## config.mk

```make
export PLATFORM = sky130hd
export DESIGN_NAME = seg7_mux_ctrl
export DESIGN_NICKNAME = d
export VERILOG_FILES = /design/src/rtl/seg7_mux_ctrl.sv
export SDC_FILE = /design/constraint.sdc
export NUM_CORES = 1
export LEC_CHECK = 0
export BUFFER_PORTS_ARGS = -buffer_cell sky130_fd_sc_hd__buf_2
export CORE_MARGIN = 4
export CORE_UTILIZATION = 50
export CTS_BUF_LIST = sky130_fd_sc_hd__clkbuf_8
export DETAILED_ROUTE_END_ITERATION = 16
export PLACE_DENSITY = 0.69
export SETUP_SLACK_MARGIN = 0.1
export SYNTH_ARGS = -nofsm -noshare
export SYNTH_HDL_FRONTEND = slang
export SYNTH_SLANG_ARGS = --single-unit
export TNS_END_PERCENT = 50
```

## constraint.sdc

```tcl
create_clock -name clk -period 4.35 [get_ports clk]
set_clock_uncertainty 0.05 [all_clocks]
set_input_delay 0.2175 -clock clk [delete_from_list [all_inputs] [get_ports clk]]
set_output_delay 0.2175 -clock clk [all_outputs]
set_load 0.01 [all_outputs]
```

## src/rtl/seg7_mux_ctrl.sv

```systemverilog
`default_nettype none
// ============================================================================
// Module      : seg7_mux_ctrl
// Description : Time-multiplexed 7-segment display driver. Scans one digit per
//               refresh slot, decodes BCD/hex nibbles with decimal points,
//               applies leading-zero blanking, a per-digit blank mask and PWM
//               brightness. All display inputs are snapshotted once per full
//               scan frame so a frame never shows a torn value.
// Ports       : clk, rst          - clock, asynchronous active-high reset
//               i_value           - 4 bits per digit, [3:0] = digit 0 (ones)
//               i_dp, i_blank     - per-digit decimal point / force-dark
//               i_hex_mode        - show 10..15 as A..F instead of a dash
//               i_lzb_en          - leading-zero blanking enable
//               i_brightness      - PWM on-time code, all-ones = 100%
//               o_seg             - {a,b,c,d,e,f,g,dp}
//               o_digit           - one-hot digit enable, bit0 = ones
//               o_frame_start     - one-cycle pulse when a snapshot is taken
// Revision    : 1.0 - initial release
// ============================================================================
module seg7_mux_ctrl #(
    parameter int NUM_DIGITS     = 4,
    parameter int DIGIT_TICKS    = 50000,
    parameter int PWM_BITS       = 3,
    parameter int SEG_ACTIVE_LOW = 1,
    parameter int DIG_ACTIVE_LOW = 0
) (
    input  logic                      clk,
    input  logic                      rst,
    input  logic [4*NUM_DIGITS-1:0]   i_value,
    input  logic [NUM_DIGITS-1:0]     i_dp,
    input  logic [NUM_DIGITS-1:0]     i_blank,
    input  logic                      i_hex_mode,
    input  logic                      i_lzb_en,
    input  logic [PWM_BITS-1:0]       i_brightness,
    output logic [7:0]                o_seg,
    output logic [NUM_DIGITS-1:0]     o_digit,
    output logic                      o_frame_start
);

    // Timer is wide enough to hold DIGIT_TICKS itself, which is the on-time
    // value for full brightness.
    localparam int c_TW = $clog2(DIGIT_TICKS + 1);
    localparam int c_IW = (NUM_DIGITS > 1) ? $clog2(NUM_DIGITS) : 1;
    localparam logic [c_TW-1:0]       c_T_LAST  = c_TW'(DIGIT_TICKS - 1);
    localparam logic [c_IW-1:0]       c_I_LAST  = c_IW'(NUM_DIGITS - 1);
    localparam logic [7:0]            c_SEG_INV = (SEG_ACTIVE_LOW != 0) ? 8'hFF : 8'h00;
    localparam logic [NUM_DIGITS-1:0] c_DIG_INV = (DIG_ACTIVE_LOW != 0) ? '1 : '0;

    logic [c_TW-1:0]           r_timer;
    logic [c_IW-1:0]           r_idx;
    logic                      r_load_pending;
    logic [4*NUM_DIGITS-1:0]   r_val;
    logic [NUM_DIGITS-1:0]     r_dp;
    logic [NUM_DIGITS-1:0]     r_blank;
    logic                      r_hex;
    logic                      r_lzb;
    logic [c_TW-1:0]           r_on_ticks;
    logic [7:0]                r_seg;
    logic [NUM_DIGITS-1:0]     r_digit;
    logic                      r_frame_start;

    logic                      w_wrap;
    logic                      w_snap;
    logic [NUM_DIGITS-1:0]     w_lzb_dark;
    logic [3:0]                w_nib;
    logic                      w_dp_cur;
    logic                      w_dark;
    logic [NUM_DIGITS-1:0]     w_onehot;
    logic [6:0]                w_seg_ah;
    logic                      w_lit;

    assign w_wrap = (r_timer == c_T_LAST);
    assign w_snap = r_load_pending || (w_wrap && (r_idx == c_I_LAST));

    // A digit is LZB-dark when it and everything above it is zero and it has
    // no decimal point. Digit 0 is exempt so an all-zero value shows "0".
    always_comb begin : p_lzb
        logic w_zero_above;
        w_zero_above = 1'b1;
        w_lzb_dark   = '0;
        for (int k = NUM_DIGITS - 1; k >= 0; k--) begin
            if (k != 0) begin
                w_lzb_dark[k] = r_lzb && w_zero_above &&
                                (r_val[4*k +: 4] == 4'd0) && !r_dp[k];
            end
            w_zero_above = w_zero_above && (r_val[4*k +: 4] == 4'd0);
        end
    end

    always_comb begin : p_select
        w_nib    = 4'd0;
        w_dp_cur = 1'b0;
        w_dark   = 1'b0;
        w_onehot = '0;
        for (int k = 0; k < NUM_DIGITS; k++) begin
            if (r_idx == c_IW'(k)) begin
                w_nib       = r_val[4*k +: 4];
                w_dp_cur    = r_dp[k];
                w_dark      = r_blank[k] || w_lzb_dark[k];
                w_onehot[k] = 1'b1;
            end
        end
    end

    // Active-high a..g
    always_comb begin : p_decode
        w_seg_ah = 7'b0000001;
        case (w_nib)
            4'h0:    w_seg_ah = 7'b1111110;
            4'h1:    w_seg_ah = 7'b0110000;
            4'h2:    w_seg_ah = 7'b1101101;
            4'h3:    w_seg_ah = 7'b1111001;
            4'h4:    w_seg_ah = 7'b0110011;
            4'h5:    w_seg_ah = 7'b1011011;
            4'h6:    w_seg_ah = 7'b1011111;
            4'h7:    w_seg_ah = 7'b1110000;
            4'h8:    w_seg_ah = 7'b1111111;
            4'h9:    w_seg_ah = 7'b1111011;
            4'hA:    w_seg_ah = r_hex ? 7'b1110111 : 7'b0000001;
            4'hB:    w_seg_ah = r_hex ? 7'b0011111 : 7'b0000001;
            4'hC:    w_seg_ah = r_hex ? 7'b1001110 : 7'b0000001;
            4'hD:    w_seg_ah = r_hex ? 7'b0111101 : 7'b0000001;
            4'hE:    w_seg_ah = r_hex ? 7'b1001111 : 7'b0000001;
            default: w_seg_ah = r_hex ? 7'b1000111 : 7'b0000001;
        endcase
    end

    assign w_lit = !w_dark && (r_timer < r_on_ticks);

    // Scan timer and digit index. The timer is held while the post-reset
    // snapshot is pending so the first slot starts aligned to frame_start,
    // exactly like every later frame.
    always_ff @(posedge clk or posedge rst) begin
        if (rst) begin
            r_timer        <= '0;
            r_idx          <= '0;
            r_load_pending <= 1'b1;
        end else begin
            r_load_pending <= 1'b0;
            if (!r_load_pending) begin
                if (w_wrap) begin
                    r_timer <= '0;
                    r_idx   <= (r_idx == c_I_LAST) ? '0 : r_idx + 1'b1;
                end else begin
                    r_timer <= r_timer + 1'b1;
                end
            end
        end
    end

    // Frame snapshot. A cleared r_on_ticks keeps the display dark until the
    // first real snapshot lands.
    always_ff @(posedge clk or posedge rst) begin
        if (rst) begin
            r_val         <= '0;
            r_dp          <= '0;
            r_blank       <= '0;
            r_hex         <= 1'b0;
            r_lzb         <= 1'b0;
            r_on_ticks    <= '0;
            r_frame_start <= 1'b0;
        end else begin
            r_frame_start <= w_snap;
            if (w_snap) begin
                r_val      <= i_value;
                r_dp       <= i_dp;
                r_blank    <= i_blank;
                r_hex      <= i_hex_mode;
                r_lzb      <= i_lzb_en;
                r_on_ticks <= c_TW'(((32'(i_brightness) + 32'd1) * 32'(DIGIT_TICKS)) >> PWM_BITS);
            end
        end
    end

    // Output registers carry the pin polarity so reset lands on "inactive".
    always_ff @(posedge clk or posedge rst) begin
        if (rst) begin
            r_seg   <= c_SEG_INV;
            r_digit <= c_DIG_INV;
        end else begin
            r_seg   <= (w_lit ? {w_seg_ah, w_dp_cur} : 8'h00) ^ c_SEG_INV;
            r_digit <= (w_lit ? w_onehot : '0) ^ c_DIG_INV;
        end
    end

    assign o_seg         = r_seg;
    assign o_digit       = r_digit;
    assign o_frame_start = r_frame_start;

endmodule
`default_nettype wire

```

==> results of run 1 <==
-- logic make-up after synthesis --
group / Yosys count
AND/OR/NAND/NOR: 193
AO/OA/AOI/OAI: 87
flip-flops: 73
buffers and inverters: 45
adder cells (fa/ha/maj): 35
XOR/XNOR: 23
other: 1
multiplexers: 1
-- worst max path at each step --
stage	cells after the start	to	from
finish	7	r_on_ticks[11]	r_idx[0]
CTS	7	r_on_ticks[11]	r_idx[0]
floorplan	12	r_on_ticks[10]	i_brightness[0]
detailed placement	12	r_on_ticks[15]	i_brightness[0]
global route	7	r_on_ticks[11]	r_idx[0]
global placement	12	r_on_ticks[15]	i_brightness[0]
-- per-layer routing --
metal,part of all wire (%),GRT usage (%),up-vias
li1,-,-,1664
met1,50,27.8,1556
met2,44,27.6,80
met3,4.4,2.85,11
met4,1.8,7.56,0
met5,0,0,-
-- cell type report --
cell class                      instances  area (sq um)
Sequential cell                        73          1840
Timing Repair Buffer                   56           340
Tap cell                              105           131
Multi-Input combinational cell        340          2220
Clock inverter                          7           136
Fill cell                             768          3370
Inverter                               28           105
Clock buffer                            9           124
-- through the flow --
stage / power (W) / instances
after floorplan: 0.00115 / 458
after global placement: 0.00124 / 591
after detailed placement: 0.00125 / 591
after CTS: 0.00196 / 618
after global routing: 0.00206 / 618
final: 0.00194 / 618
-- cells in the final DEF, fill, tap and decap left out, types with 3 or more instances in the layout --
master / n
and2_1: 3
nand3_1: 4
a211o_1: 4
inv_1: 28
o22ai_1: 3
o21ai_0: 28
ha_1: 35
nor3b_1: 5
bufinv_16: 4
a21oi_1: 20
clkbuf_8: 9
nor2_1: 20
a31oi_1: 3
and2_2: 3
a21o_1: 4
nand2_1: 112
dfstp_2: 9
and3_1: 3
nor2b_1: 5
a211oi_1: 7
xnor2_1: 11
dlygate4sd3_1: 11
nand3b_1: 5
nand4_1: 5
nand2b_1: 3
xor2_1: 10
dfrtp_1: 64
nor3_1: 4
and4b_1: 3
buf_2: 43
a211oi_2: 4
-- power breakdown --
| part | leakage (nW) | switching, W | internal (W) |
|---|---|---|---|
| Clock | 0.136 | 0.000257 | 0.000436 |
| Sequential | 0.893 | 0.0000787 | 0.000775 |
| Combinational | 1.39 | 0.000213 | 0.000181 |
-- repair_timing --
item                                   4_1_cts  5_1_grt
endpoints found under the hold margin       26        0
gates resized for setup                      0        0
hold buffers                                11        0
-- state kept, by name, indices dropped and copies added, names as in the netlist --
name and cells:
r_timer 16, r_val 16, r_on_ticks 15, o_seg 8, o_digit 4, r_blank 4
r_dp 4, r_idx 2, o_frame_start 1, r_hex 1, r_load_pending 1, r_lzb 1
-- worst reg2reg max path, delay by kind of cell (launching register included) --
kind                       cells  cell delay (ns)
buffers and inverters          2             0.91
adders and majority gates      1             0.64
AOI/OAI and AO/OA              3             0.43
DFF                            1             0.42
and+or+nand+nor                1             0.20
==> impl_metrics.toml, run 1 <==
[floorplanning]
initial_core_util_pct = 51.7
dieArea_sq_um = 10100
fp.dieW_um = 100
io_pins = 44
rows = 33
die_y_um = 100
fp.coreArea_sq_um = 8260

[sta]
tightestPinTransition_ns = 0.733
fmax_mhz = 362
worst_hold_slack_ns = 0.0109
finalWorstSetupSlack_ns = 1.58
period_share_pct = 63.6
slew_headroom_pct = 51.1
hold_viol_final = 0
min_period_ns = 2.77
rsz0062_at_grt = "no"
slew_violations = 0
finalSetupTns_ns = 0
setup_viol = 0

[detailed_routing]
firstDrtPassIters = 4
wire_per_inst_um = 14.3
detail_route.iter0.violations = 145
detailroute.via_count = 3311
totalWireLength_um = 8840
ant_nets = 0
via_per_inst = 5.36
remaining_drc_errors = 0

[grt]
antenna_found_initial = 0
grt_max_degree = 50
grt_pass1_vias = 3161
grt_pass1_wl_um = 15200
grtUsageTotal_pct = 18.8
overflow = 0

[placed_design]
gp_congestion = 0.864
placed_area_sq_um = 4520
pre_cts_ws_ns = 1.30
dpl.hpwl_um = 6290
io_buffers = 43

[critical_path]
worstSetupStartpointType = "flop"
crit_family = "buffers and inverters"
worstReg2RegEnd = "r_on_ticks[11]"
worstPathArrival_ns = 2.94
cp_num_buf_inv = 2
crit_path_max_incr_delay_ns = 0.64
r2r_cells = 7
crit_path_max_fanout = 46
crit_type = "flop to flop"
crit_required_ns = 4.52
critPathCaptureType = "flop"
timing.rr.start = "r_idx[0]"
slowest_stage = "ha_1"
crit_chain = "ha_1 > a41oi_2 > buf_4 > inv_2 > nand2_1 > o21ai_0 > o21ai_0"
crit_top_cell = "o21ai_0"
r2r_slack_ns = 1.58

[synthesis]
yosys_register_bits = 73
ys.flop_type = "dfrtp_1"
synth_nets = 524
syn_inst = 458
synth_edf_count = 0
synth_cell_types = 61
synth.top_cell.area_share_pct = 37.5
synth.avg_cell_area_sq_um = 9.32
yosysTopAreaCell = "dfrtp_1"
synthMuxAreaShare_pct = 0.234
synthAdderAreaFrac_pct = 10.3
seq_area_frac_synth_pct = 43.0
synth_top_cells_by_area = "dfrtp_1 (38%), ha_1 (10%), nand2_1 (9.8%), dfstp_2 (5.5%), o21ai_0 (3.3%)"
yosysMostFrequentCell = "nand2_1"
postSynth.asyncResetShare_pct = 100
yosysWarnings = 0
synth_area_sq_um = 4270
synthSimpleGateAreaFrac_pct = 22.6
synth_common_cells = "nand2_1 (112), dfrtp_1 (64), ha_1 (35)"
synth_compound_area_share_pct = 13.7
synth_top_family_by_area = "simple AND/OR/NAND/NOR gates"
synth_xor_area_share_pct = 5.07

[clock_tree]
clkLatencyLatePin_ns = 0.36
clock-sinks = 73
h-tree-depth = 3
cts_max_path_buffers = 2
root_buffer = "clkbuf_8"
cts_tree = "built"
path_clk_slew_ns = 0.08
postCtsSetupRepairBufs = 0
cts_buffers = 9

[worst_hold_path]
min_to = "r_val[3]"
hold_path_class = "input pin to flop"
min_path_cells = 3
min_from = "i_value[3]"

[finish]
finalNetCount = 574
final_area_sq_um = 4890
utilization_pct = 59.2
layout-drive-gt1-share_pct = 18.3
antenna_cells = 0
area_growth_pct = 14.5

[power_and_ir_drop]
pwr_density_cell_nw_per_um2 = 397
leakagePower_nw = 2.42
vdd.ir_drop.worst_uv = 185

[run_status]
status = "complete, no violations"

[job]
maxCapViolCount = 0
(Power assumes the default switching activity.)
==> run 2: changes to the inputs <==
==> constraint.sdc (replaced) <==
create_clock -name clk -period 2.65 [get_ports clk]
set_clock_uncertainty 0.05 [all_clocks]
set_input_delay 0.1325 -clock clk [delete_from_list [all_inputs] [get_ports clk]]
set_output_delay 0.1325 -clock clk [all_outputs]
set_load 0.01 [all_outputs]
==> impl_metrics.toml, run 2 (synthesized netlist as in run 1, its figures left out) <==
[sta]
fmax_mhz = 434
rsz0062_at_grt = "no"
hold_viol_final = 1
setup_viol = 0
slew_headroom_pct = 38.8
finalSetupTns_ns = 0
worst_hold_slack_ns = -0.00350
slew_violations = 0
min_period_ns = 2.30
finalWorstSetupSlack_ns = 0.345
period_share_pct = 87.0
tightestPinTransition_ns = 0.918

[finish]
antenna_cells = 0
area_growth_pct = 19.8
layout-drive-gt1-share_pct = 20.6
layout_common_cells = "nand2_1 (112), dfrtp_1 (64), buf_2 (43)"
finalNonFillerCells = 648
final_common_cell = "nand2_1"
finalNetCount = 604
top_regs = "r_timer (16), r_val (16), r_on_ticks (15)"

[floorplanning]
rows = 33
dieArea_sq_um = 10100
fp.coreArea_sq_um = 8260
fp.dieW_um = 100
die_y_um = 100
initial_core_util_pct = 51.7
io_pins = 44

[power_and_ir_drop]
p_switching_w = 0.000915
p_sw_share_pct = 30.7
combPwrFrac_pct = 23.4
vdd.ir_drop.worst_uv = 247
p_clk_share_pct = 29.4
pwr_density_cell_nw_per_um2 = 583
leakagePower_nw = 2.53
power.total_w = 0.00298
seqPwrFrac_pct = 47.2
p_int_w = 0.00207

[placed_design]
dpl.hpwl_um = 6560
gp_congestion = 0.852
io_buffers = 43
pre_cts_ws_ns = -0.00671
dp_cells = 606

[job]
maxCapViolCount = 0

[worst_hold_path]
hold_path_class = "input pin to asynchronous set/reset pin"

[critical_path]
timing.rr.start = "r_idx[0]"
crit_type = "input pin to flop"
worstReg2RegEnd = "o_seg[4]"
worstSetupStartpointType = "input pin"
r2r_cells = 7
crit_required_ns = 2.82
worstPathArrival_ns = 2.47
r2r_slack_ns = 0.35
critPathCaptureType = "flop"
crit_path_max_fanout = 4

[grt]
antenna_found_initial = 0
grtUsageTotal_pct = 19.7
grt_max_degree = 74
grt_pass1_vias = 3398
overflow = 0
grt_pass1_wl_um = 16000

[detailed_routing]
ant_nets = 0
wire_per_inst_um = 14.1
via_per_inst = 5.39
totalWireLength_um = 9160
firstDrtPassIters = 4
detail_route.iter0.violations = 154
detailroute.via_count = 3495
remaining_drc_errors = 0

[clock_tree]
root_buffer = "clkbuf_8"
cts_max_path_buffers = 2
h-tree-depth = 3
clock-sinks = 73
postCtsSetupRepairBufs = 0
cts_buffers = 9
cts_tree = "built"
path_clk_slew_ns = 0.07
clkLatencyLatePin_ns = 0.35

[run_status]
violations = "negative hold slack"
status = "finished, violations left"
==> run 2: worst max-delay path: stages <==
cell      delay, ns
buf_2          0.12
ha_1           0.24
xnor2_2        0.16
ha_1           0.28
inv_1          0.04
ha_1           0.30
ha_1           0.32
and4b_1        0.22
a211oi_2       0.26
buf_4          0.16
inv_1          0.03
a21oi_1        0.12
o21ai_0        0.08
==> run 2: timing repair <==
action / CTS / global route
resized for setup: 0 / 1
endpoints found under the setup margin: 0 / 1
endpoints found under the hold margin: 26 / 0
hold buffers: 26 / 0
==> run 2: per-stage QoR <==
| stage | utilization, % | cell area [sq um] |
|---|---|---|
| after floorplan | - | 4280 |
| after global placement | 56.4 | 4660 |
| after detailed placement | 56.4 | 4660 |
| after CTS | 61.9 | 5110 |
| after global routing | 62.0 | 5120 |
| final | 62.0 | 5120 |
==> run 2: worst max path at each step <==
stage / start / endpoint / slack, ns / depth (start not counted)
after floorplan: i_brightness[0] / r_on_ticks[10] / 0.1 / 12
after global placement: i_brightness[0] / r_on_ticks[11] / 0.04 / 13
after detailed placement: i_brightness[1] / r_on_ticks[11] / -0.007 / 13
after CTS: r_idx[0] / o_seg[4] / 0.26 / 7
after global routing: i_brightness[0] / r_on_ticks[10] / 0.15 / 13
final: i_brightness[1] / r_on_ticks[11] / 0.35 / 13
==> run 2: cell type report <==
cell class	instances	area (sq um)
fillers	713	3140
multi-input cells	340	2230
repair buffers	86	616
clock inverters	6	58.8
well taps	105	131
clock buffers	10	138
inverters	28	105
flip-flops and latches	73	1840
==> run 2: power groups by stage <==
stage / clock network [W] / registers (W) / logic [W]
floorplan: 0 / 0.00139 / 0.000508
global placement: 0 / 0.00142 / 0.000652
detailed placement: 0 / 0.00143 / 0.000675
CTS: 0.000894 / 0.00141 / 0.000707
global route: 0.000941 / 0.00143 / 0.000810
finish: 0.000876 / 0.00141 / 0.000698
==> run 2: metal layers <==
metal	wire (um)	part of all wire (%)	up-vias	global-route usage [%]
met5	0	0	-	0
met4	138	1.5	0	6.32
met3	454	5.0	11	2.99
met2	4120	45	79	31.0
met1	4450	49	1678	28.1
li1	-	-	1727	-
==> run 3: changes to the inputs <==
--- a/config.mk
+++ b/config.mk
@@ -5,6 +5,7 @@
 export SDC_FILE = /design/constraint.sdc
 export NUM_CORES = 1
 export LEC_CHECK = 0
+export ABC_AREA = 1
 export BUFFER_PORTS_ARGS = -buffer_cell sky130_fd_sc_hd__buf_2
 export CORE_MARGIN = 4
 export CORE_UTILIZATION = 50
==> impl_metrics.toml, run 3 <==
[run_status]
status = "complete, no violations"

[power_and_ir_drop]
pwr_density_cell_nw_per_um2 = 571
power.total_w = 0.00302
vdd.ir_drop.worst_uv = 426
leakagePower_nw = 2.80

[placed_design]
io_buffers = 43
dpl.hpwl_um = 7210
gp_congestion = 0.904
pre_cts_ws_ns = -0.0171
placed_area_sq_um = 4790

[synthesis]
synth_area_sq_um = 4450
yosys_register_bits = 73
synth_common_cells = "nand2_1 (149), inv_1 (79), dfrtp_1 (64)"
synth.avg_cell_area_sq_um = 7.80
synth_top_cells_by_area = "dfrtp_1 (36%), nand2_1 (13%), ha_1 (9.8%), inv_1 (6.7%), dfstp_2 (5.3%)"
synth_nets = 636
syn_inst = 570
seq_area_frac_synth_pct = 41.3
synth_cell_types = 39
synth_edf_count = 0
synth.top_cell.area_share_pct = 36.0
ys.flop_type = "dfrtp_1"
postSynth.asyncResetShare_pct = 100
yosysMostFrequentCell = "nand2_1"
yosysWarnings = 0
yosysTopAreaCell = "dfrtp_1"

[critical_path]
crit_type = "flop to flop"
worstPathArrival_ns = 2.48
r2r_slack_ns = 0.38
critPathCaptureType = "flop"
worstReg2RegEnd = "r_on_ticks[12]"
worstSetupStartpointType = "flop"
crit_path_max_fanout = 23
timing.rr.start = "r_idx[0]"
r2r_cells = 7
crit_required_ns = 2.86

[floorplanning]
rows = 34
fp.dieW_um = 102
dieArea_sq_um = 10500
io_pins = 44
fp.coreArea_sq_um = 8680
die_y_um = 102
initial_core_util_pct = 51.3

[clock_tree]
cts_max_path_buffers = 2
root_buffer = "clkbuf_8"
postCtsSetupRepairBufs = 0
cts_buffers = 9
clkLatencyLatePin_ns = 0.35
h-tree-depth = 3
cts_tree = "built"
path_clk_slew_ns = 0.08
clock-sinks = 73

[worst_hold_path]
min_path_cells = 5
min_from = "i_brightness[0]"
min_to = "r_on_ticks[3]"
hold_path_class = "input pin to flop"

[sta]
worst_hold_slack_ns = 0.185
finalWorstSetupSlack_ns = 0.378
rsz0062_at_grt = "no"
finalSetupTns_ns = 0
setup_viol = 0
slew_violations = 0
slew_headroom_pct = 66.2
tightestPinTransition_ns = 0.507
min_period_ns = 2.27
fmax_mhz = 440
hold_viol_final = 0
period_share_pct = 85.7

[detailed_routing]
firstDrtPassIters = 4
wire_per_inst_um = 12.9
totalWireLength_um = 9800
detail_route.iter0.violations = 169
remaining_drc_errors = 0
detailroute.via_count = 3834
via_per_inst = 5.04
ant_nets = 0

[finish]
final_area_sq_um = 5290
finalNetCount = 714
layout-drive-gt1-share_pct = 17.3
final_common_cell = "nand2_1"
antenna_cells = 0
layout_common_cells = "nand2_1 (148), inv_1 (78), dfrtp_1 (64)"
fillCellCount = 765
top_regs = "r_timer (16), r_val (16), r_on_ticks (15)"
area_growth_pct = 19.0

[job]
maxCapViolCount = 0

[grt]
antenna_found_initial = 0
grt_max_degree = 41
grtUsageTotal_pct = 20.2
overflow = 0
grt_pass1_wl_um = 16800
grt_pass1_vias = 3727
[run 3: cell count changes in the layout (fill, tap and decap cells not counted), sizes merged, moves of 5 or more]
cell / change
a211oi: -11
a21oi: +7
and2: -9
buf: -9
inv: +56
nand2: +48
nand3: +42
nand4: +5
nor2: +21
nor2b: -5
o21ai: +15
xnor2: -12
[run 3: through the flow]
step / instances / utilization [%]
3_3_place_gp: 718 / 55.2
5_1_grt: 761 / 61.0
2_1_floorplan: 570 / -
3_5_place_dp: 718 / 55.2
6_report: 761 / 61.0
4_1_cts: 761 / 61.0
[run 3: cells by family after synthesis]
| kind of cell | after synthesis | share of synthesized area (%) |
|---|---|---|
| other cells | 1 | 0.0843 |
| xor+xnor | 10 | 1.97 |
| buf+inv | 98 | 8.92 |
| compound gates | 78 | 9.59 |
| flops | 73 | 41.3 |
| simple gates | 275 | 28.3 |
| fa+ha+maj | 35 | 9.85 |
[run 3: where the power goes]
group,switching (W),leakage (nW),internal (W)
Clock,0.000429,0.113,0.000559
Sequential,0.0000975,0.901,0.00126
Combinational,0.000392,1.78,0.000280
[run 3: worst max path at each step]
| stage | from | end | depth (start not counted) |
|---|---|---|---|
| floorplan | i_brightness[0] | r_on_ticks[15] | 16 |
| global placement | i_brightness[0] | r_on_ticks[15] | 18 |
| detailed placement | i_brightness[0] | r_on_ticks[15] | 18 |
| CTS | i_brightness[0] | r_on_ticks[15] | 18 |
| global route | r_idx[0] | r_on_ticks[12] | 7 |
| finish | r_idx[0] | r_on_ticks[12] | 7 |
[run 3: area by class of cell]
| class | instances | area [sq um] | area share [%] |
|---|---|---|---|
| Timing Repair Buffer | 78 | 546 | 10.3 |
| Sequential cell | 73 | 1840 | 34.7 |
| Tap cell | 108 | 135 | 2.55 |
| Multi-Input combinational cell | 399 | 2220 | 41.9 |
| Clock buffer | 10 | 138 | 2.60 |
| Clock inverter | 6 | 90.1 | 1.70 |
| Inverter | 87 | 330 | 6.24 |
[run 3: worst max-delay path, stage by stage (launching register included)]
cell      delay (ns)
dfrtp_1         0.39
ha_1            0.49
nand3_1         0.17
nand2_2         0.32
clkinv_1        0.32
nor2_1          0.23
o21ai_0         0.12
o21ai_0         0.09
[run 3: metal layers]
layer | vias up | global-route usage, % | wire [um]
met2 | 70 | 34.8 | 4860
met3 | 10 | 4.03 | 379
met4 | 0 | 5.95 | 93
met1 | 1772 | 25.9 | 4470
li1 | 1982 | - | -
met5 | - | 0 | 0
[run 3: repair_timing]
action | in CTS | in global routing
setup endpoints to repair | 0 | 1
hold buffers | 27 | 0
hold endpoints to repair | 90 | 0
resized for setup | 0 | 1
